## config.mk

```make
export PLATFORM = sky130hd
export DESIGN_NAME = dice_roller
export DESIGN_NICKNAME = d
export VERILOG_FILES = /design/src/rtl/craps_pkg.sv /design/src/rtl/tick_gen.sv /design/src/rtl/dice_roller.sv
export SDC_FILE = /design/constraint.sdc
export NUM_CORES = 1
export LEC_CHECK = 0
export ABC_AREA = 1
export CORE_MARGIN = 1.5
export CORE_UTILIZATION = 45
export CTS_BUF_LIST = sky130_fd_sc_hd__clkbuf_8 sky130_fd_sc_hd__clkbuf_16
export DETAILED_ROUTE_END_ITERATION = 10
export PLACE_DENSITY_LB_ADDON = 0.08
export SYNTH_ARGS = -nofsm -noshare
export SYNTH_HDL_FRONTEND = slang
export SYNTH_SLANG_ARGS = --single-unit
export TNS_END_PERCENT = 50
```

## constraint.sdc

```tcl
create_clock -name clock -period 5.9 [get_ports clock]
set_clock_uncertainty 0.15 [all_clocks]
set_input_delay 0.885 -clock clock [delete_from_list [all_inputs] [get_ports clock]]
set_output_delay 0.885 -clock clock [all_outputs]
set_load 0.02 [all_outputs]
```

## src/rtl/craps_pkg.sv

```systemverilog
// Shared types for the craps dice path: die values, roll FSM states and die helpers.
package craps_pkg;

  localparam int unsigned DIE_W = 4;
  localparam int unsigned SUM_W = 4;

  typedef logic [DIE_W-1:0] die_t;

  localparam die_t DIE_BLANK = 4'd0;
  localparam die_t DIE_MIN   = 4'd1;
  localparam die_t DIE_MAX   = 4'd6;

  typedef enum logic [1:0] {
    IDLE,
    ROLL,
    SETTLE,
    DONE
  } roll_state_t;

  // Advance one die face, wrapping 6 -> 1.
  function automatic die_t die_next(input die_t d);
    return (d >= DIE_MAX) ? DIE_MIN : die_t'(d + die_t'(1));
  endfunction

  function automatic logic die_valid(input die_t d);
    return (d >= DIE_MIN) && (d <= DIE_MAX);
  endfunction

endpackage

```

## src/rtl/tick_gen.sv

```systemverilog
// Free-running tick generator: tick is high for one cycle every TICK_DIV cycles.
// tick_pre_c flags the cycle just before a tick so consumers can register tick-aligned outputs.
module tick_gen #(
  parameter int unsigned TICK_DIV = 50000
) (
  input  logic clock,
  input  logic reset,
  output logic tick,
  output logic tick_pre_c
);

  localparam int unsigned CNT_W = (TICK_DIV > 2) ? $clog2(TICK_DIV) : 1;

  logic [CNT_W-1:0] count;

  assign tick_pre_c = (count == CNT_W'(TICK_DIV - 2));

  // tick is registered: it rises together with count reaching TICK_DIV-1.
  always_ff @(posedge clock or posedge reset) begin
    if (reset) begin
      count <= '0;
      tick  <= 1'b0;
    end else begin
      count <= tick ? '0 : CNT_W'(count + CNT_W'(1));
      tick  <= tick_pre_c;
    end
  end

endmodule

```

## src/rtl/dice_roller.sv

```systemverilog
// Dice roller: spins two dice while the roll button is held, settles them on display ticks,
// then reports the frozen pair and its sum. Define LOADED_DICE_EN to allow forcing the result.
module dice_roller
  import craps_pkg::*;
#(
  parameter int unsigned TICK_DIV       = 50000,
  parameter int unsigned MIN_ROLL_TICKS = 4,
  parameter int unsigned SETTLE_TICKS   = 8
) (
  input  logic             clock,
  input  logic             reset,
  input  logic             roll_btn,
`ifdef LOADED_DICE_EN
  input  logic             force_en,
  input  die_t             force_d1,
  input  die_t             force_d2,
`endif
  output die_t             dice1,
  output die_t             dice2,
  output logic             disp_en,
  output logic [SUM_W-1:0] sum,
  output logic             roll_done,
  output logic             busy
);

  localparam int unsigned RCNT_W = (MIN_ROLL_TICKS > 0) ? $clog2(MIN_ROLL_TICKS + 1) : 1;
  localparam int unsigned SCNT_W = $clog2(SETTLE_TICKS + 1);

  logic sync_meta;
  logic btn_s;
  logic btn_hist;
  logic press_c;
  logic tick;
  logic tick_pre_c;

  roll_state_t      state, state_n;
  logic [RCNT_W-1:0] roll_cnt, roll_cnt_n;
  logic [SCNT_W-1:0] settle_cnt, settle_cnt_n;
  die_t             dice1_n, dice2_n;
  die_t             step1_c, step2_c;
  logic [SUM_W-1:0] sum_n;
  logic             disp_en_n, roll_done_n, busy_n;

  tick_gen #(
    .TICK_DIV(TICK_DIV)
  ) u_tick_gen (
    .clock     (clock),
    .reset     (reset),
    .tick      (tick),
    .tick_pre_c(tick_pre_c)
  );

  // Synchronizer and edge history reset high so a button held through reset is not a press.
  always_ff @(posedge clock or posedge reset) begin
    if (reset) begin
      sync_meta <= 1'b1;
      btn_s     <= 1'b1;
      btn_hist  <= 1'b1;
    end else begin
      sync_meta <= roll_btn;
      btn_s     <= sync_meta;
      btn_hist  <= btn_s;
    end
  end

  assign press_c = btn_s & ~btn_hist;

  // Die 2 carries only when die 1 wraps, so the pair walks all 36 outcomes.
  assign step1_c = die_next(dice1);
  assign step2_c = (dice1 == DIE_MAX) ? die_next(dice2) : dice2;

  always_ff @(posedge clock or posedge reset) begin
    if (reset) begin
      state      <= IDLE;
      roll_cnt   <= '0;
      settle_cnt <= '0;
      dice1      <= DIE_BLANK;
      dice2      <= DIE_BLANK;
      sum        <= '0;
      disp_en    <= 1'b0;
      roll_done  <= 1'b0;
      busy       <= 1'b0;
    end else begin
      state      <= state_n;
      roll_cnt   <= roll_cnt_n;
      settle_cnt <= settle_cnt_n;
      dice1      <= dice1_n;
      dice2      <= dice2_n;
      sum        <= sum_n;
      disp_en    <= disp_en_n;
      roll_done  <= roll_done_n;
      busy       <= busy_n;
    end
  end

  always_comb begin
    state_n      = state;
    roll_cnt_n   = roll_cnt;
    settle_cnt_n = settle_cnt;
    dice1_n      = dice1;
    dice2_n      = dice2;
    sum_n        = sum;

    case (state)
      IDLE: begin
        if (press_c) begin
          state_n    = ROLL;
          roll_cnt_n = '0;
          dice1_n    = (dice1 == DIE_BLANK) ? DIE_MIN : dice1;
          dice2_n    = (dice2 == DIE_BLANK) ? DIE_MIN : dice2;
        end
      end
      ROLL: begin
        dice1_n = step1_c;
        dice2_n = step2_c;
        if (tick && (roll_cnt < RCNT_W'(MIN_ROLL_TICKS))) begin
          roll_cnt_n = RCNT_W'(roll_cnt + RCNT_W'(1));
        end
        if (!btn_s && (roll_cnt >= RCNT_W'(MIN_ROLL_TICKS))) begin
          state_n      = SETTLE;
          settle_cnt_n = '0;
        end
      end
      SETTLE: begin
        if (tick) begin
          dice1_n      = step1_c;
          dice2_n      = step2_c;
          settle_cnt_n = SCNT_W'(settle_cnt + SCNT_W'(1));
          if (settle_cnt == SCNT_W'(SETTLE_TICKS - 1)) begin
            state_n = DONE;
          end
        end
      end
      DONE: begin
        state_n = IDLE;
`ifdef LOADED_DICE_EN
        if (force_en) begin
          if (die_valid(force_d1)) dice1_n = force_d1;
          if (die_valid(force_d2)) dice2_n = force_d2;
        end
`endif
        sum_n = SUM_W'(dice1_n) + SUM_W'(dice2_n);
      end
      default: state_n = IDLE;
    endcase

    // Strobes are registered from the next state so they line up with the state they describe.
    busy_n      = (state_n != IDLE);
    roll_done_n = (state_n == DONE);
    disp_en_n   = (state_n == DONE) ||
                  (((state_n == ROLL) || (state_n == SETTLE)) && tick_pre_c);
  end

endmodule

```

==> results by group, run 1 <==
Route
  • DRT antenna net count: 0
  • Routed vias: 2015
  • Drc violations: 0
  • Vias/cell: 4.89
  • Wire length per cell: 12.2 um
  • 1st-iter DRT viols: 83
  • Met1 wire length: 2830 um
  • DR WL met2: 2010 um
  • Drt first pass iters: 4
  • Routed WL: 5030 um
  • Top layer in use: met4
  • Routed wl met3: 142 um

Pwr
  • P_leak: 0.00141 uW
  • Peak supply drop: 0.000185 V
  • Pwr Density: 349 mW/mm^2

Floorplan
  • Rows: 26
  • DIE AREA: 0.00600 mm^2
  • I/O pin count: 18
  • Initial core utilization: 0.477
  • Die width: 77.5 um
  • CORE AREA: 0.00524 mm^2
  • Die H: 77.5 um

Finish
  • Ant. Diodes: 0
  • # nets final: 365
  • Post-route design area: 0.00287 mm^2
  • Final std cells w/o fill: 412
  • Area growth syn-to-layout: 14.8%
  • Share of layout cells above drive strength 1: 0.0643

Timing
  • RSZ-0062 raised after global routing: no
  • Crit path time final: 2.46 ns
  • Final period utilization: 0.417
  • Max Transition Viols Final: 0
  • Total negative setup slack: 0 ns
  • Slew headroom: 0.382
  • Final Hold Vio Count: 0
  • Worst setup margin: 3.44 ns
  • Final Setup Violations: 0
  • Measured slew at the worst slew-check pin: 0.925 ns
  • Final Hold Slack: 0.215 ns
  • F_max: 0.407 GHz

Clocking
  • CTS tree: yes
  • Worst-Skew Late Latency: 0.30 ns
  • Setup bufs post-CTS: 0
  • # resized after CTS: 0
  • Hold buffers post-CTS: 0
  • Clock Root Buffer: clkbuf_8
  • Max H-tree Level: 2
  • Sink Count: 44
  • TritonCTS buffer count: 5
  • Worst-path clk slew: 0.10 ns
  • Clock Tree Buf Depth: 2

Logic synthesis
  • Sequential-to-total area share from yosys stat: 0.443
  • Syn Nets: 342
  • Post-synth top area cell: dfrtp_1
  • FFs w/ async S/R, synth: 1.00
  • Share of Yosys cell area claimed by the top area cell type: 0.411
  • Synth warnings: 0
  • Netlist Area Pre-Place: 0.00250 mm^2
  • Post-synth top cells: nand2_1, inv_1, nor2_1
  • Synth top area cells: dfrtp_1, nand2_1, ha_1
  • Synth Flop Type: dfrtp_1
  • Syn Inst Count: 318
  • EDFF count, synth: 0
  • Flops & latches, synth: 44
  • Most frequent cell after synthesis: nand2_1
  • Syn_area_per_cell: 7.85 um^2
  • Yosys cell types: 28

Job
  • MaxCap Viol Count: 0

Placement
  • HPWL after detailed placement: 3760 um
  • DP Area: 0.00275 mm^2
  • GP Congestion: 0.826
  • Placed Cells: 404
  • Port Buffers: 17
  • Post-place setup slack: 3.65 ns

Worst setup path
  • Crit path kind: reg2out
  • Largest stage delay, worst path: 0.65 ns
  • Crit. End Element: output port
  • Reg2Reg Depth: 10
  • Slowest CP cell: clkdlybuf4s50_1
  • Critical path's top delay family: buffers and inverters
  • Worst path bufs/invs: 1
  • CP max FO: 7
  • Cell Chain, Critical Path: clkdlybuf4s50_1
  • Worst EP arrival: 1.42 ns
  • Req. time, crit path: 4.87 ns
  • WP depth: 1
  • Worst setup SP type: register

Global routing
  • Largest net degree at the start of global routing: 45
  • GRT Overall Usage: 0.189
  • First-pass GRT wire length: 8750 um
  • Number of global-route vias before repair: 1822
  • Initial antenna violation count: 0
  • GRT Residual Overflow: 0

Hold path
  • Hold/Removal Path Class: reg2reg
  • Worst Hold Depth: 0

Run status
  • Status: complete, no violations
## layout make-up
cell class	count	area [um^2]
clock buffers	5	68.8
clock inverters	3	46.3
fillers	493	2370
inverters	43	161
multi-input cells	230	1230
flip-flops and latches	44	1100
well taps	70	87.6
repair buffers	17	170
## placed cells by master (no fill, tap or decap)
cell type / netlist / final
and3_1: 1 / 1
nor2_4: 1 / 1
nand2_1: 83 / 83
nor3_1: 8 / 8
nand3b_1: 1 / 1
nand3_1: 17 / 17
o21ai_1: 2 / 2
nand4_1: 6 / 6
nand3_2: 2 / 2
clkdlybuf4s50_1: 0 / 17
nor2_2: 2 / 2
a211oi_1: 1 / 1
xnor2_1: 1 / 1
fa_1: 1 / 1
nor2_1: 42 / 42
clkinvlp_4: 0 / 1
bufinv_16: 0 / 1
o22ai_1: 2 / 2
inv_1: 42 / 41
nand2_2: 3 / 3
o21a_1: 1 / 1
o21ai_0: 18 / 18
clkbuf_8: 0 / 5
o21bai_1: 2 / 2
xor2_1: 4 / 4
a21oi_1: 11 / 11
ha_1: 20 / 20
inv_2: 1 / 2
or2_2: 1 / 1
dfrtp_1: 41 / 41
inv_6: 0 / 1
dfstp_2: 3 / 3
## state kept, by name (all words and copies together), names as in the netlist
signal,cells
sync_meta,1
sum,4
btn_s,1
dice1,4
roll_cnt,3
settle_cnt,4
u_tick_gen.count,16
state,2
u_tick_gen.tick,1
dice2,4
btn_hist,1
disp_en,1
busy,1
roll_done,1
## power breakdown
group / internal [uW] / total [uW] / switching [uW]
sequential: 342 / 386 / 44.5
combinational: 149 / 373 / 224
clock: 128 / 241 / 113
total: 619 / 1000 / 381
## logic make-up (layout without fill, tap and decap cells)
group                      count (synthesis)  in the layout  share of synthesized area
and+or+nand+nor                          167            167                      0.286
DFF                                       44             44                      0.443
buffers and inverters                     44             68                     0.0662
AOI/OAI and AO/OA                         37             37                     0.0792
adders and majority gates                 21             21                      0.108
xor gates and xnor gates                   5              5                     0.0175
## metal layers
metal	up-vias	track usage
met4	0	0.0545
met3	5	0.0494
li1	1058	-
met1	925	0.287
met2	27	0.261
met5	-	0
## stage by stage
step / utilization / power, uW
after floorplan: - / 651
after global placement: 0.525 / 765
after detailed placement: 0.525 / 769
after CTS: 0.547 / 1010
after global routing: 0.547 / 1090
final: 0.547 / 1000
## final timing paths
| path | slack [ns] | end | start |
|---|---|---|---|
| max | 3.44 | dice1[2] | dice1[2]$_DFFE_PP0P_ |
| max in group asynchronous | 4.07 | u_tick_gen.count[9]$_DFF_PP0_ | reset |
| min reg2reg | 0.21 | btn_s$_DFF_PP1_ | sync_meta$_DFF_PP1_ |
| min | 0.21 | btn_s$_DFF_PP1_ | sync_meta$_DFF_PP1_ |
| max reg2reg | 3.78 | disp_en$_DFF_PP0_ | state[0]$_DFF_PP0_ |
| min in group asynchronous | 0.95 | sum[2]$_DFFE_PP0N_ | reset |
No activity file was read; power rests on OpenSTA's default activity.
==> run 2, diff against run 1 <==
clock period = 2.2 ns   (was 5.9 ns; I/O delays follow)
==> results by group, run 2 (synthesis gave the netlist of run 1 again) <==
Run status
  • Status: complete, no violations

Placement
  • Post-place setup slack: 0.147 ns
  • Port Buffers: 17
  • HPWL after detailed placement: 3890 um
  • GP Congestion: 0.897
  • DP Area: 0.00278 mm^2

Floorplan
  • Die H: 77.5 um
  • Initial core utilization: 0.477
  • DIE AREA: 0.00600 mm^2
  • CORE AREA: 0.00524 mm^2
  • I/O pin count: 18
  • Rows: 26
  • Die width: 77.5 um

Route
  • Drt first pass iters: 4
  • DRT antenna net count: 0
  • 1st-iter DRT viols: 99
  • Drc violations: 0
  • Wire length per cell: 12.6 um
  • Routed WL: 5220 um
  • Vias/cell: 4.89
  • Routed vias: 2024

Clocking
  • Worst-path clk slew: 0.09 ns
  • Clock Root Buffer: clkbuf_8
  • Hold buffers post-CTS: 0
  • Worst-Skew Late Latency: 0.31 ns
  • Sink Count: 44
  • Setup bufs post-CTS: 0
  • Max H-tree Level: 2
  • TritonCTS buffer count: 5
  • Clock Tree Buf Depth: 2
  • CTS tree: yes

Worst setup path
  • Req. time, crit path: 2.26 ns
  • Crit. End Element: register
  • Worst EP arrival: 2.07 ns
  • Worst setup SP type: register
  • CP max FO: 6
  • Crit path kind: reg2reg

Finish
  • Max reg flops: 16
  • # nets final: 367
  • Commonest cells after routing, fill and taps aside: nand2_1, nor2_1, inv_1, dfrtp_1
  • Most common cell after layout, fill and taps aside: nand2_1
  • Filler instances: 497
  • Biggest register: u_tick_gen.count
  • Area growth syn-to-layout: 16.1%
  • Multi-input combinational cell area: 0.00123 mm^2
  • Ant. Diodes: 0
  • Post-route design area: 0.00290 mm^2
  • Sequential Area: 0.00110 mm^2
  • Share of layout cells above drive strength 1: 0.0756

Timing
  • Final Hold Vio Count: 0
  • Total negative setup slack: 0 ns
  • Measured slew at the worst slew-check pin: 0.366 ns
  • Max Transition Viols Final: 0
  • Crit path time final: 2.02 ns
  • F_max: 0.496 GHz
  • Final Setup Violations: 0
  • Worst setup margin: 0.183 ns
  • Final Hold Slack: 0.215 ns
  • Slew headroom: 0.755
  • Final period utilization: 0.917

Global routing
  • GRT Overall Usage: 0.199
  • Initial antenna violation count: 0
  • First-pass GRT wire length: 9210 um
  • GRT Residual Overflow: 0
  • Largest net degree at the start of global routing: 45
  • Number of global-route vias before repair: 1965

Pwr
  • P_leak: 0.00142 uW
  • Pwr Density: 938 mW/mm^2
  • Peak supply drop: 0.000472 V

Hold path
  • Hold/Removal Path Class: reg2reg

Job
  • MaxCap Viol Count: 0
==> run 2: worst max-delay path: stages (launching register included) <==
cell and delay (ns):
dfrtp_1 0.45, inv_1 0.16, ha_2 0.26, nand2_1 0.17, o22ai_1 0.21, nand2_1 0.09, ha_1 0.29, nand4_1 0.09
nand2_1 0.05
==> run 2: area by class of cell <==
class,instances,share of cell area
Multi-Input combinational cell,230,0.425
Clock inverter,3,0.0160
Inverter,43,0.0557
Tap cell,70,0.0302
Clock buffer,5,0.0237
Sequential cell,44,0.381
Timing Repair Buffer,19,0.0682
==> run 2: repair_timing <==
item	4_1_cts	5_1_grt
setup endpoints to repair	0	1
resized for setup	0	2
hold endpoints to repair	0	0
==> run 2: report_power, final <==
part           leakage, uW  switching [uW]  internal, uW
Combinational     0.000791             617           409
Clock            0.0000548             303           342
Sequential        0.000576             131           917
Total              0.00142            1050          1670
==> run 2: worst paths after layout <==
check / cells past startpoint / endpoint / slack [ns] / startpoint
max: 8 / disp_en$_DFF_PP0_ / 0.18 / state[0]$_DFF_PP0_
min: 0 / btn_s$_DFF_PP1_ / 0.22 / sync_meta$_DFF_PP1_
max reg2reg: 8 / disp_en$_DFF_PP0_ / 0.18 / state[0]$_DFF_PP0_
min reg2reg: 0 / btn_s$_DFF_PP1_ / 0.22 / sync_meta$_DFF_PP1_
max in group asynchronous: 3 / btn_s$_DFF_PP1_ / 1.41 / reset
min in group asynchronous: 3 / u_tick_gen.count[3]$_DFF_PP0_ / 0.23 / reset
==> run 2: per-stage QoR <==
step / cells / utilization / power (uW)
global route: 414 / 0.553 / 2950
detailed placement: 406 / 0.530 / 2080
CTS: 414 / 0.552 / 2750
global placement: 406 / 0.530 / 2070
floorplan: 318 / - / 1750
finish: 414 / 0.553 / 2720
==> run 2: per-layer routing <==
layer / GRT usage / wire (um) / vias to the layer above
li1: - / - / 1060
met4: 0.0691 / 102 / 0
met2: 0.318 / 2370 / 32
met3: 0.0400 / 157 / 9
met1: 0.268 / 2590 / 923
met5: 0 / 0 / -
